===== src/rtl/fetch_unit.sv =====
// fetch_unit
// Instruction-fetch stage. Issues requests to instruction memory with a
// req/ack handshake, and loads the IF/ID pipeline register. A one-entry
// buffer catches an acknowledged instruction while decode stalls. The stage
// drops wrong-path data when a branch redirects while a request is in flight.
//
// Ports
//   i_clk, i_reset        rising-edge clock, async active-high reset
//   i_write_pc/_ifid      0 = hold (load-use stall)
//   i_pc_src              1 = taken-branch redirect to i_branch_target
//   o_imem_req/o_imem_addr fetch request and its address
//   i_imem_ack/i_imem_rdata memory response (ignored while o_imem_req=0)
//   o_ifid_instr/_pc4/_valid IF/ID pipeline register
//   o_fetch_busy          IF/ID refill waiting on memory
module fetch_unit #(
    parameter int                 ADDR_W   = 32,
    parameter int                 INSTR_W  = 32,
    parameter logic [ADDR_W-1:0]  RESET_PC = {ADDR_W{1'b0}}
) (
    input  logic               i_clk,
    input  logic               i_reset,
    input  logic               i_write_pc,
    input  logic               i_write_ifid,
    input  logic               i_pc_src,
    input  logic [ADDR_W-1:0]  i_branch_target,
    output logic               o_imem_req,
    output logic [ADDR_W-1:0]  o_imem_addr,
    input  logic               i_imem_ack,
    input  logic [INSTR_W-1:0] i_imem_rdata,
    output logic [INSTR_W-1:0] o_ifid_instr,
    output logic [ADDR_W-1:0]  o_ifid_pc4,
    output logic               o_ifid_valid,
    output logic               o_fetch_busy
);

    typedef enum logic [1:0] {
        ST_ISSUE = 2'd0,
        ST_HOLD  = 2'd1,
        ST_DROP  = 2'd2
    } state_t;

    localparam logic [ADDR_W-1:0] PC_STEP = {{(ADDR_W-3){1'b0}}, 3'd4};

    state_t              r_state,      w_state_n;
    logic [ADDR_W-1:0]   r_pc,         w_pc_n;
    logic [ADDR_W-1:0]   r_addr,       w_addr_n;
    logic [INSTR_W-1:0]  r_buf_instr,  w_buf_instr_n;
    logic [ADDR_W-1:0]   r_buf_pc4,    w_buf_pc4_n;
    logic [INSTR_W-1:0]  r_ifid_instr, w_ifid_instr_n;
    logic [ADDR_W-1:0]   r_ifid_pc4,   w_ifid_pc4_n;
    logic                r_ifid_valid, w_ifid_valid_n;
    // Low only during the first cycle after reset so that no request is
    // raised until reset has been seen released at a clock edge.
    logic                r_run;

    logic                w_ack;
    logic                w_stall;
    logic [ADDR_W-1:0]   w_addr_p4;

    // Request and busy are decodes of registered state only.
    assign o_imem_req   = r_run && (r_state != ST_HOLD);
    assign o_imem_addr  = r_addr;
    assign o_fetch_busy = r_run && (((r_state == ST_ISSUE) && !i_imem_ack) ||
                                    (r_state == ST_DROP));
    assign o_ifid_instr = r_ifid_instr;
    assign o_ifid_pc4   = r_ifid_pc4;
    assign o_ifid_valid = r_ifid_valid;

    assign w_ack     = i_imem_ack && o_imem_req;
    assign w_stall   = !i_write_pc || !i_write_ifid;
    assign w_addr_p4 = r_addr + PC_STEP;

    // State and datapath registers.
    always_ff @(posedge i_clk or posedge i_reset) begin
        if (i_reset) begin
            r_state      <= ST_ISSUE;
            r_run        <= 1'b0;
            r_pc         <= RESET_PC;
            r_addr       <= RESET_PC;
            r_buf_instr  <= {INSTR_W{1'b0}};
            r_buf_pc4    <= {ADDR_W{1'b0}};
            r_ifid_instr <= {INSTR_W{1'b0}};
            r_ifid_pc4   <= {ADDR_W{1'b0}};
            r_ifid_valid <= 1'b0;
        end else begin
            r_state      <= w_state_n;
            r_run        <= 1'b1;
            r_pc         <= w_pc_n;
            r_addr       <= w_addr_n;
            r_buf_instr  <= w_buf_instr_n;
            r_buf_pc4    <= w_buf_pc4_n;
            r_ifid_instr <= w_ifid_instr_n;
            r_ifid_pc4   <= w_ifid_pc4_n;
            r_ifid_valid <= w_ifid_valid_n;
        end
    end

    // Next-state and datapath update; priority is redirect > stall > normal.
    always_comb begin
        w_state_n      = r_state;
        w_pc_n         = r_pc;
        w_addr_n       = r_addr;
        w_buf_instr_n  = r_buf_instr;
        w_buf_pc4_n    = r_buf_pc4;
        w_ifid_instr_n = r_ifid_instr;
        w_ifid_pc4_n   = r_ifid_pc4;
        w_ifid_valid_n = r_ifid_valid;

        case (r_state)
            ST_ISSUE: begin
                if (i_pc_src) begin
                    w_ifid_valid_n = 1'b0;
                    w_pc_n         = i_branch_target;
                    if (w_ack) begin
                        w_addr_n = i_branch_target;
                    end else begin
                        // Request in flight cannot be aborted; eat its data.
                        w_state_n = ST_DROP;
                    end
                end else if (w_ack) begin
                    if (w_stall) begin
                        w_buf_instr_n = i_imem_rdata;
                        w_buf_pc4_n   = w_addr_p4;
                        w_state_n     = ST_HOLD;
                    end else begin
                        w_ifid_instr_n = i_imem_rdata;
                        w_ifid_pc4_n   = w_addr_p4;
                        w_ifid_valid_n = 1'b1;
                        w_pc_n         = w_addr_p4;
                        w_addr_n       = w_addr_p4;
                    end
                end else if (!w_stall) begin
                    w_ifid_valid_n = 1'b0;
                end else begin
                    w_ifid_valid_n = r_ifid_valid;
                end
            end
            ST_HOLD: begin
                if (i_pc_src) begin
                    w_ifid_valid_n = 1'b0;
                    w_pc_n         = i_branch_target;
                    w_addr_n       = i_branch_target;
                    w_state_n      = ST_ISSUE;
                end else if (!w_stall) begin
                    w_ifid_instr_n = r_buf_instr;
                    w_ifid_pc4_n   = r_buf_pc4;
                    w_ifid_valid_n = 1'b1;
                    w_pc_n         = r_buf_pc4;
                    w_addr_n       = r_buf_pc4;
                    w_state_n      = ST_ISSUE;
                end else begin
                    w_state_n = ST_HOLD;
                end
            end
            ST_DROP: begin
                w_ifid_valid_n = 1'b0;
                if (i_pc_src) begin
                    w_pc_n = i_branch_target;
                end else begin
                    w_pc_n = r_pc;
                end
                if (w_ack) begin
                    // Restart at the most recent redirect target.
                    w_addr_n  = i_pc_src ? i_branch_target : r_pc;
                    w_state_n = ST_ISSUE;
                end else begin
                    w_state_n = ST_DROP;
                end
            end
            default: begin
                w_state_n      = ST_ISSUE;
                w_ifid_valid_n = 1'b0;
            end
        endcase
    end

endmodule


===== config.mk =====
export PLATFORM = sky130hd
export DESIGN_NAME = fetch_unit
export DESIGN_NICKNAME = d
export VERILOG_FILES = /design/src/rtl/fetch_unit.sv
export SDC_FILE = /design/constraint.sdc
export NUM_CORES = 1
export LEC_CHECK = 0
export ABC_AREA = 1
export CELL_PAD_IN_SITES_DETAIL_PLACEMENT = 0
export CELL_PAD_IN_SITES_GLOBAL_PLACEMENT = 1
export CORE_MARGIN = 1.5
export CORE_UTILIZATION = 39
export CTS_CLUSTER_DIAMETER = 100
export DETAILED_ROUTE_END_ITERATION = 10
export GPL_TIMING_DRIVEN = 0
export PLACE_DENSITY = 0.79
export SLEW_MARGIN = 25
export SYNTH_ARGS = -nofsm -noshare
export SYNTH_HDL_FRONTEND = slang
export SYNTH_SLANG_ARGS = --single-unit

===== constraint.sdc =====
create_clock -name i_clk -period 8.55 [get_ports i_clk]
set_clock_uncertainty 0.15 [all_clocks]
set_input_delay 1.71 -clock i_clk [delete_from_list [all_inputs] [get_ports i_clk]]
set_output_delay 1.71 -clock i_clk [all_outputs]
set_load 0.01 [all_outputs]

Word level (Yosys, flattened, before mapping)
Index checks and enable logic that the tools add are counted.

word-level totals
  bits in registers = 196
  bits in latches = 0
  bits in writable memories = 0
  memory bits (read-only) = 0
  bits of input ports = 70
  output and inout bits = 99
  logic and storage cells = 77
  memories kept = 0

cells by class
  add/subtract/negate cells = 1
  multiply operators = 0
  div/mod/pow operators = 0
  $lt $le $gt $ge = 0
  eq/ne operators = 15
  shift operators = 0
  multiplexer cells = 34
  bitwise gates (word level) = 1
  reduce and logical (&&, ||, !) cells = 17

operators by type and width
  kind                                                    number
  two-way mux 32 bit                                      16
  one-hot mux 32 bit (3 select lines)                     2
  one-hot mux 32 bit (2 select lines)                     2
  adder 32 x 3 -> 32 bit (second input constant)          1
  inequality test 3 bit (second input constant)           5
  inequality test 2 bit (second input constant)           6
  two-way mux 2 bit                                       5
  AND reduction 4 bit                                     2
  two-way mux 1 bit                                       7
  one-hot mux 2 bit (3 select lines)                      1
  AND reduction 6 bit                                     1
  AND reduction 5 bit                                     1
  logical AND 1 bit                                       4
  inequality test 4 bit (second input constant)           1
  zero test 1 bit                                         3
  AND reduction 3 bit                                     1
  nonzero test 3 bit                                      1
  == test 2 x 1 -> 1 bit (second input constant)          1
  == test 2 bit (second input constant)                   1
  zero test 2 bit                                         1
  logical OR 1 bit                                        2
  inequality test 2 x 1 -> 1 bit (second input constant)  1
  one-hot mux 1 bit (2 select lines)                      1
  nonzero test 2 bit                                      1
  NOT 1 bit                                               1

Depth between registers and ports, before layout
Gate-level depths: netlist (run 1).

  word-level depth = 6
  mapped depth = 12
  depth with buffers taken out = 12

Least setup slack after synthesis (run 1)
No wires, ideal clock.

  path kind = input-to-output
  start point = input port i_imem_ack
  end point = output port o_fetch_busy
  arrival = 2.002 ns
  required time = 6.690 ns
  slack = 4.688 ns
  stages = 3
  path buffers = 0
  cell sequence = nor2_1 nor2_1 nor2_1

between the ends
  word-level cells in the longest chain between the ends = 4

ends and longest elaborated chain
  element            RTL line  text
  from (decl)        28        input logic i_imem_ack,
  zero test 1 bit    63        assign o_fetch_busy = r_run && (((r_state == ST_ISSUE) && !i_imem_ack) ||
  logical AND 1 bit  63
  logical OR 1 bit   63
  logical AND 1 bit  63
  to (decl)          33        output logic o_fetch_busy

No other way between the ends.

Worst setup path in the final report (run 1)
Ends and elaborated chain as after synthesis.

==> results.yml, run 1 <==
synth:
  synth_ff_type: "dfrtp_1"
  ys_seq_elements: 196
  yosys_warnings: 0
  syn-mean-instance-area_um2: 7.36
  synth_seq_area_share: 0.488
  syn_inst: 1365
  synthesis.area_um2: 10000
  synth.distinct_cells: 35
  synthesis.nets: 1440
  synth_edf_count: 0
  async_flop_share: 1.00
die:
  fp-row-count: 58
  start_util: 0.398
  dieHeight_um: 164
  ios: 169
  die_width_um: 164
  core_um2: 25300
  dieArea_um2: 26700
clocking:
  postCtsSetupBuffers: 0
  ctsRootBufferMaster: "clkbuf_16"
  cts_resized: 0
  cts_tree: "built"
  clock_path_buffers: 2
  numCtsBuffers: 17
  cts_sinks: 196
  holdBufCountCts: 0
  clk_pin_slew_worst_paths_ps: 70
  cts_max_level: 4
  clock_latency_ps: 450
timing:
  finalSetupViolCount: 0
  period_share: 0.566
  grt_setup_unrepaired: "no"
  min_period_ps: 4840
  hold_violations: 0
  tightestPinTransition_ps: 797
  slew_headroom: 0.469
  finalWorstSetupSlack_ps: 3710
  drv_slew: 0
  fmax_mhz: 207
routing:
  drtPass1Iterations: 7
  via_count: 9796
  via_per_inst: 5.17
  drc: 0
  antenna_left: 0
  wl_per_cell_um: 18.1
  drt_iter0_drc: 894
  wirelength_mm: 34.3
setup_path:
  worstSetupPathType: "input port to primary output"
  start_kind: "input port"
  cp_max_fo: 2
  endpoint_kind: "primary output"
  r2r_slack_ps: 5790
  worstPathRequired_ps: 6690
  arrival_ps: 2980
global_routing:
  grt_pass1_vias: 9182
  overflow: 0
  grt_pass1_wl_mm: 53.4
  grt_antenna_before_repair: 0
  grt_max_degree: 89
  grt.total_usage: 0.265
placement:
  dp_hpwl_mm: 24.5
  preCtsSetupSlack_ps: 3710
  placed_cell_area_um2: 12200
  gp_congestion: 0.934
  post-place-cells: 1864
  io_buffers: 167
power:
  total_power_mw: 4.98
  p_per_area_nw_per_um2: 389
  p_leak_nw: 5.97
  ir_drop_mv: 0.156
layout:
  mostFrequentLayoutCells: "nand2_1 (605), dfrtp_1 (196), clkdlybuf4s50_1 (167)"
  area_growth_pct: 27.5
  layout.area.seq_um2: 4900
  antenna_cells: 0
  drive_gt1_frac: 0.0619
  multiInputGateArea_um2: 4490
  fin_area_um2: 12800
  final.fill_count: 2578
  final_cells: 1896
  fin_nets: 1628
  final_common_cell: "nand2_1"
hold_path:
  hold_class: "flop to flop"
job:
  drv_cap: 0
status:
  status: "finished, final reports clean"
-- layer usage --
metal  vias up  part of all wire  GRT usage
met1      4684              0.46      0.376
li1       4757                 -          -
met4         0             0.013     0.0583
met3        37             0.055     0.0305
met2       318              0.47      0.434
met5         -                 0          0
-- worst max-delay path: stages --
cell and delay (ps):
clkdlybuf4s50_1 450, nor2_1 120, nor2_1 40, nor2_1 120, clkdlybuf4s50_1 550
-- cell type report --
type                       instances  area share
sequential                       196       0.383
multi-input combinational       1029       0.351
timing repair buffer             169       0.135
clock buffer                      18      0.0335
tap                              330      0.0322
buffer                            74      0.0310
inverter                          66      0.0201
clock inverter                    14      0.0149
-- path summary, 6_finish.rpt --
check,startpoint,end,cells after the start
worst max-delay path,i_imem_ack,o_fetch_busy,5
worst min-delay path,r_buf_pc4[10],r_buf_pc4[10],2
worst max register to register,r_state[1],o_ifid_pc4[20],8
worst min register to register,r_buf_pc4[10],r_buf_pc4[10],2
max in group asynchronous,i_reset,o_ifid_pc4[19],4
min in group asynchronous,i_reset,r_buf_instr[6],2
-- kinds of logic after synthesis --
| family | synth area share |
|---|---|
| AND/OR/NAND/NOR | 0.325 |
| flip-flops | 0.488 |
| AO/OA/AOI/OAI | 0.110 |
| buffers and inverters | 0.0645 |
| XOR/XNOR | 0.00610 |
| adder cells (fa/ha/maj) | 0.00623 |
| other | 0.000373 |
-- synthesized netlist by cell type, drive strengths merged, types with 2 or more instances --
| cell type | count | share of area |
|---|---|---|
| a211o | 3 | 0.0026 |
| a21oi | 52 | 0.026 |
| a31oi | 61 | 0.038 |
| a32o | 4 | 0.0040 |
| and2 | 3 | 0.0019 |
| buf | 45 | 0.029 |
| clkbuf | 29 | 0.011 |
| clkinv | 2 | 0.00075 |
| dfrtp | 196 | 0.49 |
| ha | 5 | 0.0062 |
| inv | 64 | 0.024 |
| nand2 | 609 | 0.23 |
| nand3 | 71 | 0.037 |
| nand3b | 5 | 0.0037 |
| nor2 | 135 | 0.054 |
| o2111ai | 2 | 0.0017 |
| o211ai | 2 | 0.0015 |
| o21ai | 59 | 0.029 |
| o22ai | 8 | 0.0050 |
| xnor2 | 4 | 0.0035 |
| xor2 | 3 | 0.0026 |
-- where the power goes --
| part | switching, mW | total [mW] | internal (mW) |
|---|---|---|---|
| logic | 1.43 | 2.41 | 0.987 |
| registers | 0.326 | 1.70 | 1.38 |
| clock network | 0.416 | 0.865 | 0.450 |
-- through the flow --
step | hold WS (ps) | util | setup TNS, ps
floorplan | 299 | - | 0
global placement | 311 | 0.480 | -325930
detailed placement | 315 | 0.483 | 0
CTS | 335 | 0.507 | 0
global route | 346 | 0.507 | 0
finish | 333 | 0.507 | 0
-- registers in the layout, summed over array words and instances (netlist names) --
| name | flops |
|---|---|
| o_ifid_valid | 1 |
| o_ifid_instr | 32 |
| o_ifid_pc4 | 32 |
| r_buf_pc4 | 32 |
| r_state | 2 |
| r_pc | 32 |
| o_imem_addr | 32 |
| r_run | 1 |
| r_buf_instr | 32 |
No activity file was read; power rests on OpenSTA's default activity.
==> run 2, diff against run 1 <==
==> constraint.sdc (replaced) <==
create_clock -name i_clk -period 4.55 [get_ports i_clk]
set_clock_uncertainty 0.15 [all_clocks]
set_input_delay 0.91 -clock i_clk [delete_from_list [all_inputs] [get_ports i_clk]]
set_output_delay 0.91 -clock i_clk [all_outputs]
set_load 0.01 [all_outputs]
==> results.yml, run 2 (same netlist as run 1, synthesis figures left out) <==
placement:
  post-place-cells: 1869
  gp_congestion: 0.965
  dp_hpwl_mm: 25.0
  io_buffers: 167
die:
  dieArea_um2: 26700
  core_um2: 25300
  start_util: 0.398
  die_width_um: 164
  dieHeight_um: 164
  fp-row-count: 58
  ios: 169
clocking:
  postCtsSetupBuffers: 0
  clock_path_buffers: 2
  clk_pin_slew_worst_paths_ps: 80
  cts_resized: 0
  cts_tree: "built"
  cts_sinks: 196
  clock_latency_ps: 440
  numCtsBuffers: 17
  holdBufCountCts: 0
  cts_max_level: 4
  ctsRootBufferMaster: "clkbuf_16"
timing:
  slew_headroom: 0.488
  drv_slew: 0
  hold_violations: 0
  min_period_ps: 3570
  period_share: 0.785
  fmax_mhz: 280
  tightestPinTransition_ps: 767
  grt_setup_unrepaired: "no"
  finalSetupViolCount: 0
routing:
  via_per_inst: 5.11
  drc: 0
  wirelength_mm: 34.5
  drtPass1Iterations: 5
  wl_per_cell_um: 18.1
  antenna_left: 0
  drt_iter0_drc: 879
  via_count: 9712
setup_path:
  start_kind: "flop"
  arrival_ps: 2510
  crit_chain: "inv_1 -> ha_1 -> buf_1 -> nor2_1 -> nor2_1 -> clkdlybuf4s50_1"
  path_common_cell: "nor2_1"
  cp_max_fo: 10
  max_stage_delay_ps: 560
  crit_slowest_cell: "buf_1"
  worstSetupPathType: "flop to primary output"
  worstPathRequired_ps: 3490
  endpoint_kind: "primary output"
layout:
  final_common_cell: "nand2_1"
  area_growth_pct: 28.2
  final_cells: 1901
  antenna_cells: 0
  final.fill_count: 2540
  mostFrequentLayoutCells: "nand2_1 (605), dfrtp_1 (196), clkdlybuf4s50_1 (167)"
  drive_gt1_frac: 0.0656
  fin_nets: 1633
power:
  ir_drop_mv: 0.319
  p_leak_nw: 5.99
  total_power_mw: 9.32
  p_per_area_nw_per_um2: 723
global_routing:
  grt_max_degree: 32
  grt_antenna_before_repair: 0
  grt_pass1_wl_mm: 53.2
  grt_pass1_vias: 9397
  grt.total_usage: 0.263
  overflow: 0
hold_path:
  hold_class: "flop to flop"
status:
  status: "finished, final reports clean"
job:
  drv_cap: 0
-- run 2: cell types whose count changed in the layout (fill, tap and decap cells not counted), sizes merged --
cell | previous run | this run
inv | 71 | 70
clkbuf | 47 | 46
bufinv | 2 | 1
clkinvlp | 1 | 4
buf | 47 | 52
-- run 2: per-stage QoR --
| step | TNS [ps] | hold WS, ps | util | instance area (um^2) | setup WS, ps |
|---|---|---|---|---|---|
| floorplan | 0 | 299 | - | 10100 | 958 |
| CTS | 0 | 335 | 0.510 | 12900 | 963 |
| global route | 0 | 349 | 0.510 | 12900 | 822 |
| detailed placement | 0 | 315 | 0.486 | 12300 | 1310 |
| global placement | -157670 | 311 | 0.481 | 12100 | -825 |
| finish | 0 | 333 | 0.510 | 12900 | 978 |
-- run 2: routing by layer --
| layer | GRT usage | routed length, um | up-vias |
|---|---|---|---|
| met5 | 0 | 0 | - |
| met4 | 0.0773 | 633 | 0 |
| met3 | 0.0325 | 1760 | 35 |
| met2 | 0.433 | 16100 | 302 |
| met1 | 0.364 | 16000 | 4604 |
| li1 | - | - | 4771 |
-- run 2: layout make-up --
class | count | area [um^2] | area share
plain buffers | 74 | 398 | 0.0309
well taps | 330 | 413 | 0.0321
multi-input cells | 1029 | 4490 | 0.349
clock inverters | 15 | 170 | 0.0132
repair buffers | 174 | 1820 | 0.141
flip-flops and latches | 196 | 4900 | 0.381
inverters | 66 | 254 | 0.0197
clock buffers | 17 | 425 | 0.0330
-- run 2: power by group --
part | leakage (nW) | switching [mW] | total (mW) | internal (mW)
sequential | 2.40 | 0.619 | 3.21 | 2.59
clock | 0.284 | 0.775 | 1.56 | 0.786
combinational | 3.31 | 2.69 | 4.55 | 1.86
total | 5.99 | 4.08 | 9.32 | 5.24
-- run 2: critical path: cells and delay by family, from the launching register on --
kind,cells,cell delay [ps]
simple gates,2,230
flops,1,410
buf+inv,3,1210
fa+ha+maj,1,220
-- run 2: path summary, 6_finish.rpt --
path | start | cells past startpoint | endpoint | slack (ps)
setup / recovery | r_state[0] | 6 | o_fetch_busy | 980
hold / removal | r_buf_instr[1] | 2 | r_buf_instr[1] | 330
setup reg to reg | r_state[1] | 8 | o_ifid_pc4[20] | 1860
hold reg to reg | r_buf_instr[1] | 2 | r_buf_instr[1] | 330
max in group asynchronous | i_reset | 5 | r_pc[23] | 2630
min in group asynchronous | i_reset | 2 | r_buf_instr[4] | 690
==> run 3, diff against run 2 <==
--- a/config.mk
+++ b/config.mk
@@ -9,11 +9,11 @@
 export CELL_PAD_IN_SITES_DETAIL_PLACEMENT = 0
 export CELL_PAD_IN_SITES_GLOBAL_PLACEMENT = 1
 export CORE_MARGIN = 1.5
-export CORE_UTILIZATION = 39
+export CORE_UTILIZATION = 35
 export CTS_CLUSTER_DIAMETER = 100
 export DETAILED_ROUTE_END_ITERATION = 10
 export GPL_TIMING_DRIVEN = 0
-export PLACE_DENSITY = 0.79
+export PLACE_DENSITY = 0.75
 export SLEW_MARGIN = 25
 export SYNTH_ARGS = -nofsm -noshare
 export SYNTH_HDL_FRONTEND = slang
==> constraint.sdc (replaced) <==
create_clock -name i_clk -period 3.15 [get_ports i_clk]
set_clock_uncertainty 0.15 [all_clocks]
set_input_delay 0.63 -clock i_clk [delete_from_list [all_inputs] [get_ports i_clk]]
set_output_delay 0.63 -clock i_clk [all_outputs]
set_load 0.01 [all_outputs]
==> results.yml, run 3 (same netlist as run 1, synthesis figures left out) <==
hold_path:
  hold_class: "input port to async pin"
power:
  p_clk_frac: 0.165
  switching_share: 0.444
  p_per_area_nw_per_um2: 1040
  total_power_mw: 13.5
  p_leak_nw: 5.99
  ir_drop_mv: 0.389
  pwr-share-seq: 0.343
  internal_power_mw: 7.50
  p_comb_frac: 0.492
  p_sw_mw: 5.99
setup_path:
  max_stage_delay_ps: 570
  arrival_ps: 2190
  reg2reg_from: "r_state[1]"
  worstPathRequired_ps: 2370
  r2r_slack_ps: 430
  path_buf_inv: 3
  endpoint_kind: "primary output"
  cp_max_fo: 10
  worstSetupPathType: "flop to primary output"
  crit_slowest_cell: "clkdlybuf4s50_1"
  path_common_cell: "nor2_1"
  crit_chain: "inv_1 -> ha_1 -> clkbuf_4 -> nor2_1 -> nor2_1 -> clkdlybuf4s50_1"
  critical-path-top-delay-family: "buffers and inverters"
  reg2reg_depth: 7
  start_kind: "flop"
  reg2reg_to: "o_ifid_pc4[26]"
clocking:
  cts_tree: "built"
  cts_sinks: 196
  clock_path_buffers: 2
  numCtsBuffers: 17
  ctsRootBufferMaster: "clkbuf_16"
  cts_max_level: 4
  clk_pin_slew_worst_paths_ps: 90
  clock_latency_ps: 450
die:
  dieHeight_um: 172
  die_width_um: 172
  dieArea_um2: 29700
  start_util: 0.359
  ios: 169
  core_um2: 28000
  fp-row-count: 61
timing:
  min_period_ps: 2970
  grt_setup_unrepaired: "no"
  period_share: 0.943
  finalWorstSetupSlack_ps: 179
  hold_violations: 0
  fmax_mhz: 337
  setup-tns-final_ps: 0
  drv_slew: 0
  slew_headroom: 0.440
  finalSetupViolCount: 0
  tightestPinTransition_ps: 840
routing:
  antenna_left: 0
  wl_per_cell_um: 18.4
  drc: 0
  drt_iter0_drc: 684
  wirelength_mm: 35.8
  via_per_inst: 5.05
  drtPass1Iterations: 5
  via_count: 9851
placement:
  preCtsSetupSlack_ps: 290
  io_buffers: 167
  dp_hpwl_mm: 25.8
  gp_congestion: 0.934
status:
  status: "finished, final reports clean"
layout:
  fin_nets: 1633
  drive_gt1_frac: 0.0656
  area_growth_pct: 28.6
  antenna_cells: 0
  mostFrequentLayoutCells: "nand2_1 (605), dfrtp_1 (196), clkdlybuf4s50_1 (167)"
  final.fill_count: 2934
  final_common_cell: "nand2_1"
global_routing:
  grt.total_usage: 0.246
  grt_antenna_before_repair: 0
  grt_pass1_vias: 9491
  grt_pass1_wl_mm: 54.4
  overflow: 0
  grt_max_degree: 31
job:
  drv_cap: 0
-- run 3: cell types whose count changed in the layout (fill, tap and decap cells not counted) --
| cell | delta |
|---|---|
| buf_1 | -1 |
| buf_12 | +1 |
| buf_16 | -1 |
| bufinv_16 | -1 |
| clkbuf_1 | +1 |
| clkbuf_4 | +1 |
| clkinv_2 | -1 |
| clkinv_4 | +1 |
| clkinv_8 | +1 |
| clkinvlp_4 | -2 |
| inv_8 | +1 |
-- run 3: power by group through the flow --
stage | Combinational, mW | Sequential (mW) | Clock (mW)
final | 6.63 | 4.62 | 2.23
after global placement | 6.54 | 4.63 | 0
after CTS | 6.67 | 4.61 | 2.26
after global routing | 7.39 | 4.77 | 2.36
after detailed placement | 6.63 | 4.65 | 0
after floorplan | 3.59 | 4.70 | 0
-- run 3: per-stage QoR --
step | hold WS, ps | area, um^2 | util | std cells
6_report | 323 | 12900 | 0.461 | 1949
5_1_grt | 331 | 12900 | 0.461 | 1949
4_1_cts | 328 | 12900 | 0.461 | 1949
3_5_place_dp | 314 | 12300 | 0.440 | 1917
3_3_place_gp | 311 | 12200 | 0.435 | 1910
2_1_floorplan | 299 | 10100 | - | 1365
-- run 3: per-layer routing --
layer	global-route usage	routed length, um	vias to the layer above
met5	0	0	-
met4	0.0624	648	0
met3	0.0407	2350	43
met2	0.409	16700	343
met1	0.333	16200	4712
li1	-	-	4753
-- run 3: final cells by class --
cell class / instances / area, um^2 / area share
Clock inverter: 14 / 156 / 0.0121
Timing Repair Buffer: 174 / 1810 / 0.140
Multi-Input combinational cell: 1029 / 4490 / 0.348
Tap cell: 378 / 473 / 0.0366
Clock buffer: 18 / 429 / 0.0332
Sequential cell: 196 / 4900 / 0.379
Inverter: 66 / 254 / 0.0197
Buffer: 74 / 402 / 0.0311
-- run 3: worst max path at each step --
stage	to	start	slack (ps)	depth (start not counted)
3_5_place_dp	o_fetch_busy	r_state[0]	290	6
5_1_grt	o_fetch_busy	r_state[0]	60	6
6_report	o_fetch_busy	r_state[0]	180	6
2_1_floorplan	o_ifid_instr[0]	i_reset	-160	1
3_3_place_gp	o_ifid_pc4[23]	i_reset	-2030	2
4_1_cts	o_fetch_busy	r_state[0]	90	6
-- run 3: what timing repair did --
| action | 4_1_cts | 5_1_grt |
|---|---|---|
| resized for setup | 1 | 1 |
| buffers inserted | 0 | 0 |
| hold buffers | 0 | 0 |
| setup endpoints to repair | 1 | 1 |
